### src/rtl/read_source_fsm_if.sv
// rtl/read_source_fsm_if.sv - AXI read address/data channels between the read source and source memory
interface read_source_fsm_if #(
  parameter int DATA_W = 512,
  parameter int ADDR_W = 64
);
  logic              arvalid;
  logic              arready;
  logic [ADDR_W-1:0] araddr;
  logic [7:0]        arlen;
  logic [2:0]        arsize;
  logic [1:0]        arburst;
  logic              rvalid;
  logic              rready;
  logic [DATA_W-1:0] rdata;
  logic [1:0]        rresp;

  modport master (
    output arvalid, araddr, arlen, arsize, arburst, rready,
    input  arready, rvalid, rdata, rresp
  );

  modport slave (
    input  arvalid, araddr, arlen, arsize, arburst, rready,
    output arready, rvalid, rdata, rresp
  );
endinterface

### src/rtl/read_source_fsm.sv
// rtl/read_source_fsm.sv - DMA read source: splits a descriptor into AXI read bursts feeding the data FIFO
module read_source_fsm #(
  parameter int DATA_W      = 512,
  parameter int ADDR_W      = 64,
  parameter int LENGTH_W    = 24,
  parameter int AXI_LEN_W   = 4,
  parameter int FIFO_CNT_W  = 10,
  parameter int PERF_CNTR_W = 32
) (
  input  logic                   clk,
  input  logic                   reset,
  input  logic                   desc_valid,
  output logic                   desc_ready,
  input  logic                   desc_go,
  input  logic [ADDR_W-1:0]      desc_src_addr,
  input  logic [LENGTH_W-1:0]    desc_length,
  read_source_fsm_if.master      axi,
  input  logic [FIFO_CNT_W-1:0]  fifo_free,
  output logic                   fifo_wr_en,
  output logic [DATA_W-1:0]      fifo_wr_data,
  input  logic                   clear_error,
  output logic                   rd_fsm_done,
  output logic                   rd_err,
  output logic                   busy,
  output logic [3:0]             rd_state,
  output logic [PERF_CNTR_W-1:0] clk_cnt,
  output logic [PERF_CNTR_W-1:0] valid_cnt
);
  localparam int BYTES = DATA_W / 8;
  localparam int SIZE  = $clog2(BYTES);
  localparam int MAXB  = 2 ** AXI_LEN_W;
  localparam int BW    = AXI_LEN_W + 1;
  localparam int RW    = FIFO_CNT_W + 1;
  localparam int CW    = ((RW > BW) ? RW : BW) + 1;

  typedef enum logic [3:0] {
    IDLE  = 4'b0001,
    ISSUE = 4'b0010,
    DRAIN = 4'b0100,
    ERROR = 4'b1000
  } state_t;

  state_t            state;
  logic [ADDR_W-1:0] addr;
  logic [LENGTH_W-1:0] rem, total, rcvd;
  logic [RW-1:0]     reserved;
  logic              arvalid;
  logic [7:0]        arlen;

  logic [BW-1:0]     beats;
  logic [RW-1:0]     rsv_sum;
  logic              active, accept, ar_hs, r_beat, r_err, fits, last_beat;

  assign beats     = (rem > LENGTH_W'(MAXB)) ? BW'(MAXB) : BW'(rem);
  assign active    = (state == ISSUE) || (state == DRAIN);
  assign accept    = (state == IDLE) && desc_valid && desc_go && !reset;
  assign ar_hs     = arvalid && axi.arready;
  assign r_beat    = axi.rvalid;
  assign r_err     = active && r_beat && axi.rresp[1];
  // Space for the whole burst must already be free on top of what earlier bursts still owe the FIFO.
  assign fits      = CW'(fifo_free) >= (CW'(reserved) + CW'(beats));
  assign rsv_sum   = reserved + (ar_hs ? RW'(beats) : RW'(0));
  assign last_beat = ({1'b0, rcvd} + {{LENGTH_W{1'b0}}, r_beat}) == {1'b0, total};

  assign desc_ready   = accept;
  assign fifo_wr_en   = r_beat && active;
  assign fifo_wr_data = axi.rdata;
  assign axi.arvalid  = arvalid;
  assign axi.araddr   = addr;
  assign axi.arlen    = arlen;
  assign axi.arsize   = 3'(SIZE);
  assign axi.arburst  = 2'b01;
  assign axi.rready   = 1'b1;
  assign rd_err       = (state == ERROR);
  assign busy         = active;
  assign rd_state     = state;

  always_ff @(posedge clk) begin
    if (reset) begin
      state       <= IDLE;
      addr        <= '0;
      rem         <= '0;
      total       <= '0;
      rcvd        <= '0;
      reserved    <= '0;
      arvalid     <= 1'b0;
      arlen       <= '0;
      rd_fsm_done <= 1'b0;
      clk_cnt     <= '0;
      valid_cnt   <= '0;
    end else begin
      rd_fsm_done <= 1'b0;
      // Floor at zero so stray beats from an abandoned transfer cannot wrap the reservation.
      reserved <= (r_beat && rsv_sum != '0) ? rsv_sum - RW'(1) : rsv_sum;
      if (active) begin
        clk_cnt <= (&clk_cnt) ? clk_cnt : clk_cnt + PERF_CNTR_W'(1);
        if (r_beat) begin
          rcvd      <= rcvd + LENGTH_W'(1);
          valid_cnt <= (&valid_cnt) ? valid_cnt : valid_cnt + PERF_CNTR_W'(1);
        end
      end
      case (state)
        IDLE: begin
          if (accept) begin
            addr      <= desc_src_addr;
            rem       <= desc_length;
            total     <= desc_length;
            rcvd      <= '0;
            reserved  <= '0;
            clk_cnt   <= '0;
            valid_cnt <= '0;
            if (desc_length == '0) rd_fsm_done <= 1'b1;
            else state <= ISSUE;
          end
        end
        ISSUE: begin
          if (r_err) begin
            state   <= ERROR;
            arvalid <= 1'b0;
          end else if (arvalid) begin
            if (axi.arready) begin
              arvalid <= 1'b0;
              addr    <= addr + (ADDR_W'(beats) << SIZE);
              rem     <= rem - LENGTH_W'(beats);
              if (rem == LENGTH_W'(beats)) state <= DRAIN;
            end
          end else if (fits) begin
            arvalid <= 1'b1;
            arlen   <= 8'(beats - BW'(1));
          end
        end
        DRAIN: begin
          if (r_err) begin
            state <= ERROR;
          end else if (last_beat) begin
            state       <= IDLE;
            rd_fsm_done <= 1'b1;
          end
        end
        ERROR: begin
          if (clear_error) state <= IDLE;
        end
        default: state <= IDLE;
      endcase
    end
  end
endmodule

### src/flat_wrapper.sv
// flat-port wrapper written by rule: the top's interface ports become plain ports
module read_source_fsm_flat 
#(
  parameter int DATA_W      = 512,
  parameter int ADDR_W      = 64,
  parameter int LENGTH_W    = 24,
  parameter int AXI_LEN_W   = 4,
  parameter int FIFO_CNT_W  = 10,
  parameter int PERF_CNTR_W = 32
)
  (clk, reset, desc_valid, desc_ready, desc_go, desc_src_addr, desc_length, fifo_free, fifo_wr_en, fifo_wr_data, clear_error, rd_fsm_done, rd_err, busy, rd_state, clk_cnt, valid_cnt, axi_arvalid, axi_araddr, axi_arlen, axi_arsize, axi_arburst, axi_rready, axi_arready, axi_rvalid, axi_rdata, axi_rresp);
  read_source_fsm_if #(.DATA_W(DATA_W), .ADDR_W(ADDR_W)) axi_i ();
  input  logic clk;
  input  logic reset;
  input  logic desc_valid;
  output logic desc_ready;
  input  logic desc_go;
  input  logic [ADDR_W-1:0] desc_src_addr;
  input  logic [LENGTH_W-1:0] desc_length;
  input  logic [FIFO_CNT_W-1:0] fifo_free;
  output logic fifo_wr_en;
  output logic [DATA_W-1:0] fifo_wr_data;
  input  logic clear_error;
  output logic rd_fsm_done;
  output logic rd_err;
  output logic busy;
  output logic [3:0] rd_state;
  output logic [PERF_CNTR_W-1:0] clk_cnt;
  output logic [PERF_CNTR_W-1:0] valid_cnt;
  output wire logic [$bits(axi_i.arvalid)-1:0] axi_arvalid;
  output wire logic [$bits(axi_i.araddr)-1:0] axi_araddr;
  output wire logic [$bits(axi_i.arlen)-1:0] axi_arlen;
  output wire logic [$bits(axi_i.arsize)-1:0] axi_arsize;
  output wire logic [$bits(axi_i.arburst)-1:0] axi_arburst;
  output wire logic [$bits(axi_i.rready)-1:0] axi_rready;
  input wire logic [$bits(axi_i.arready)-1:0] axi_arready;
  input wire logic [$bits(axi_i.rvalid)-1:0] axi_rvalid;
  input wire logic [$bits(axi_i.rdata)-1:0] axi_rdata;
  input wire logic [$bits(axi_i.rresp)-1:0] axi_rresp;
  assign axi_arvalid = axi_i.arvalid;
  assign axi_araddr = axi_i.araddr;
  assign axi_arlen = axi_i.arlen;
  assign axi_arsize = axi_i.arsize;
  assign axi_arburst = axi_i.arburst;
  assign axi_rready = axi_i.rready;
  assign axi_i.arready = axi_arready;
  assign axi_i.rvalid = axi_rvalid;
  assign axi_i.rdata = axi_rdata;
  assign axi_i.rresp = axi_rresp;
  read_source_fsm #(.DATA_W(DATA_W), .ADDR_W(ADDR_W), .LENGTH_W(LENGTH_W), .AXI_LEN_W(AXI_LEN_W), .FIFO_CNT_W(FIFO_CNT_W), .PERF_CNTR_W(PERF_CNTR_W)) u_core (.clk(clk), .reset(reset), .desc_valid(desc_valid), .desc_ready(desc_ready), .desc_go(desc_go), .desc_src_addr(desc_src_addr), .desc_length(desc_length), .axi(axi_i), .fifo_free(fifo_free), .fifo_wr_en(fifo_wr_en), .fifo_wr_data(fifo_wr_data), .clear_error(clear_error), .rd_fsm_done(rd_fsm_done), .rd_err(rd_err), .busy(busy), .rd_state(rd_state), .clk_cnt(clk_cnt), .valid_cnt(valid_cnt));
endmodule
### config.mk
export PLATFORM = sky130hd
export DESIGN_NAME = read_source_fsm_flat
export DESIGN_NICKNAME = d
export VERILOG_FILES = /design/src/rtl/read_source_fsm_if.sv /design/src/rtl/read_source_fsm.sv /design/src/flat_wrapper.sv
export SDC_FILE = /design/constraint.sdc
export NUM_CORES = 1
export LEC_CHECK = 0
export ABC_AREA = 0
export CORE_AREA = 3 3 505 507
export CTS_CLUSTER_SIZE = 40
export DETAILED_ROUTE_END_ITERATION = 10
export DIE_AREA = 0 0 508 510
export GPL_TIMING_DRIVEN = 0
export MAX_ROUTING_LAYER = met4
export PLACE_DENSITY_LB_ADDON = 0.05
export SYNTH_ARGS = -nofsm -noshare
export SYNTH_HDL_FRONTEND = slang
export SYNTH_SLANG_ARGS = --single-unit
### constraint.sdc
create_clock -name clk -period 6.06 [get_ports clk]
set_input_delay 1.212 -clock clk [delete_from_list [all_inputs] [get_ports clk]]
set_output_delay 1.212 -clock clk [all_outputs]
set_load 0.05 [all_outputs]
==> flow_summary.yaml <==
yosys:
  ys_seq_area_share_pct: 26.6
  ys_ff_latch: 223
  ys_types: 88
  yosys_warnings: 0
  syn_area_per_cell_um2: 7.63
  async_flop_share_pct: 0
  synth_area_leaders: "dfxtp_1 (27%), buf_4 (23%), nor2_1 (4.7%), nand2_1 (4.5%), a21oi_1 (4.0%)"
  synth_flop_cell: "dfxtp_1"
  synth-edff-count: 0
  yosysTopAreaCellShare_pct: 26.6
  synthCells: 2198
  synth_top_area_cell: "dfxtp_1"
  syn-cell-area_um2: 16800
detailed_routing:
  wirelength_um: 122000
  post_drt_wl_per_cell_um: 18.9
  route.detailed.drc: 0
  drt_iter0_markers: 685
  via_count: 18440
  dr.max_layer_used: "met4"
  drt-met1-wl_um: 47700
  postRouteAntennaNets: 0
  wl_met3_um: 7820
  first_pass_iters: 5
  wl_met2_um: 64400
  routed_via_density: 2.88
setup_path:
  end_kind: "flop"
  critical_path.startpoint: "u_core.rem[15]"
  crit_path_cell_trace: "or4_1 > nor3_4 > and4_4 > a21boi_4 > buf_4 > nand2_1 > inv_1 > ha_1 > a21o_1 > a21oi_1 > o21ai_1 > nand3_1 > xor2_1 > ha_1 > o21ai_0 > nand2b_1 > a21oi_1 > or3_1 > nor3_2 > buf_4 > mux2i_1 > nor2_1"
  cp.arrival_ps: 6050
  crit_path_max_fanout: 10
  crit_path_start_kind: "flop"
  cp_top_family: "simple AND/OR/NAND/NOR gates"
  slowest_delay_ps: 650
  worstPathRequired_ps: 6530
  critPathSlowestCell: "or4_1"
  critPathKind: "reg2reg"
  r2r_start: "u_core.rem[15]"
  worst-path-buf-inv: 3
hold_path:
  min_path_type: "reg2reg"
  min_from: "u_core.axi.araddr[4]"
layout:
  utilization_pct: 12.0
  syn_to_final_growth_pct: 79.7
  drive_gt1_share_pct: 21.0
  nNetsFinal: 3672
sta:
  slew_headroom_pct: 13.3
  maxSlewViolCount: 0
  report.final.setup_viol: 0
  final.period_utilization_pct: 92.1
  period_minus_slack_ps: 5580
  worst_slew_pin_slew_ps: 1300
  report.final.hold_viol_count: 0
  fin_skew_ps: 51.0
  fmax_mhz: 179
floorplanning:
  rows: 184
  die_h_um: 510
  coreArea_um2: 251000
  pin_count: 1283
  die-area_um2: 259000
  initial_utilization_pct: 6.69
  die_w_um: 508
clocking:
  clk_pin_slew_ps: 50
  root_buffer: "clkbuf_16"
  cts_buffer_depth: 3
  clkSinkCount: 223
  cts_made_buffers: 43
  htree_levels: 2
  clock_latency_ps: 660
  cts-hold-fix-buffers: 0
  cts_tree: "done"
place:
  routabilityCongestion: 0.694
  io_buffers: 763
  hpwl_um: 99600
global_routing:
  grt_pass1_vias: 18683
  grt_antenna_before_repair: 37
  grt-ovfl-total: 0
  grt.total_usage_pct: 9.05
  grt_pass1_wl_um: 159000
  grt_max_degree: 13
status:
  status: "completed"
power:
  power.density_nw_per_um2: 230
  leakagePower_nw: 10.6
  ir_worst_vdd_uv: 169
  power_w: 0.00694
run:
  cap_viol_max_count: 0
state kept, by name, summed over array words and instances (netlist names):
| signal | flops |
|---|---|
| u_core.axi.arlen | 6 |
| u_core.rcvd | 24 |
| u_core.rem | 24 |
| u_core.clk_cnt | 32 |
| u_core.rd_state | 4 |
| u_core.rd_fsm_done | 1 |
| u_core.total | 24 |
| u_core.axi.araddr | 64 |
| u_core.axi.arvalid | 1 |
| u_core.reserved | 11 |
| u_core.valid_cnt | 32 |
report_power, final:
part           internal [W]  switching (W)  leakage (nW)  total, W
Combinational       0.00100        0.00172          8.16   0.00272
Sequential          0.00155       0.000114          1.81   0.00167
Clock               0.00152        0.00104         0.681   0.00255
cells in the mapped netlist (15+ instances only):
cell type  count
xnor2_1       60
or3_1         30
xor2_1        63
a211oi_1      24
and3_1        35
ha_1          33
nand2_1      199
o31ai_1       15
inv_1         32
nor4_1        31
a22oi_1       15
a21oi_1      135
nand3_1       78
o21ai_0       76
clkbuf_1      72
nor3_1        46
dfxtp_1      223
nand4_1       41
a31oi_1       21
buf_4        520
nor2_1       212
area by class of cell:
type	instances	area [µm²]
fillers	29127	221000
multi-input cells	1335	7970
repair buffers	769	7680
flip-flops and latches	223	4460
plain buffers	611	4270
well taps	3348	4190
clock buffers	67	1260
clock inverters	12	155
inverters	34	129
diodes	14	35.0
logic make-up after synthesis:
group	after synthesis	synth area share, %
and+or+nand+nor	769	22.5
other	2	0.0448
buffers and inverters	645	26.2
DFF	223	26.6
muxes	10	0.597
xor gates and xnor gates	123	6.42
adders and majority gates	36	2.82
AOI/OAI and AO/OA	390	14.9
worst min-delay path: stages, from the launching register on:
cell	delay [ps]
dfxtp_1	310
nand2_1	50
a21oi_1	50
worst paths after layout:
kind	end	slack (ps)	cells after the start
worst min-delay path	u_core.axi.araddr[4]	460	2
worst max register to register	u_core.axi.arlen[4]	480	22
worst max-delay path	u_core.axi.arlen[4]	480	22
worst min register to register	u_core.axi.araddr[4]	460	2
cell usage in the layout (no fill, tap or decap), types with 9 or more instances in the layout:
cell type / instances
clkbuf_1: 85
diode_2: 14
and4_1: 14
a22oi_1: 15
a211oi_1: 24
and3_1: 35
nand2_1: 199
and2_1: 14
mux2i_1: 10
xnor2_1: 60
o31ai_1: 15
a31oi_1: 21
nand3_1: 78
clkdlybuf4s50_1: 763
a21o_1: 13
buf_4: 527
buf_2: 12
inv_1: 32
nor2b_1: 10
o22ai_1: 14
nor3_1: 45
or4_1: 9
or3_1: 30
nor2_1: 212
xor2_1: 63
ha_1: 33
clkbuf_16: 43
a21oi_1: 134
o21ai_0: 75
nand4_1: 41
nand2b_1: 12
nor4_1: 30
dfxtp_1: 223
clkbuf_8: 9
per-layer routing:
| layer | up-vias | GRT usage, % |
|---|---|---|
| met5 | - | - |
| met1 | 8793 | 10.0 |
| met3 | 101 | 2.03 |
| met4 | 0 | 1.50 |
| li1 | 8762 | - |
| met2 | 784 | 16.7 |
metrics by stage:
step	setup WS, ps	cell area, µm²	cells	hold WS (ps)	TNS [ps]
final	478	30100	6413	460	0
after detailed placement	-477	28600	6314	449	-2700
after global placement	-460	28600	6314	447	-2580
after global routing	-3.37	30100	6413	483	-3.37
after floorplan	1270	16800	2203	445	0
after CTS	82.0	30100	6395	459	0
repair_timing:
| action | 4_1_cts | 5_1_grt |
|---|---|---|
| gates resized for setup | 6 | 2 |
| pin swaps | 2 | 2 |
| endpoints found under the setup margin | 7 | 7 |
| hold endpoints to repair | 0 | 0 |
| buffers inserted | 2 | 4 |
(Power assumes the default switching activity.)
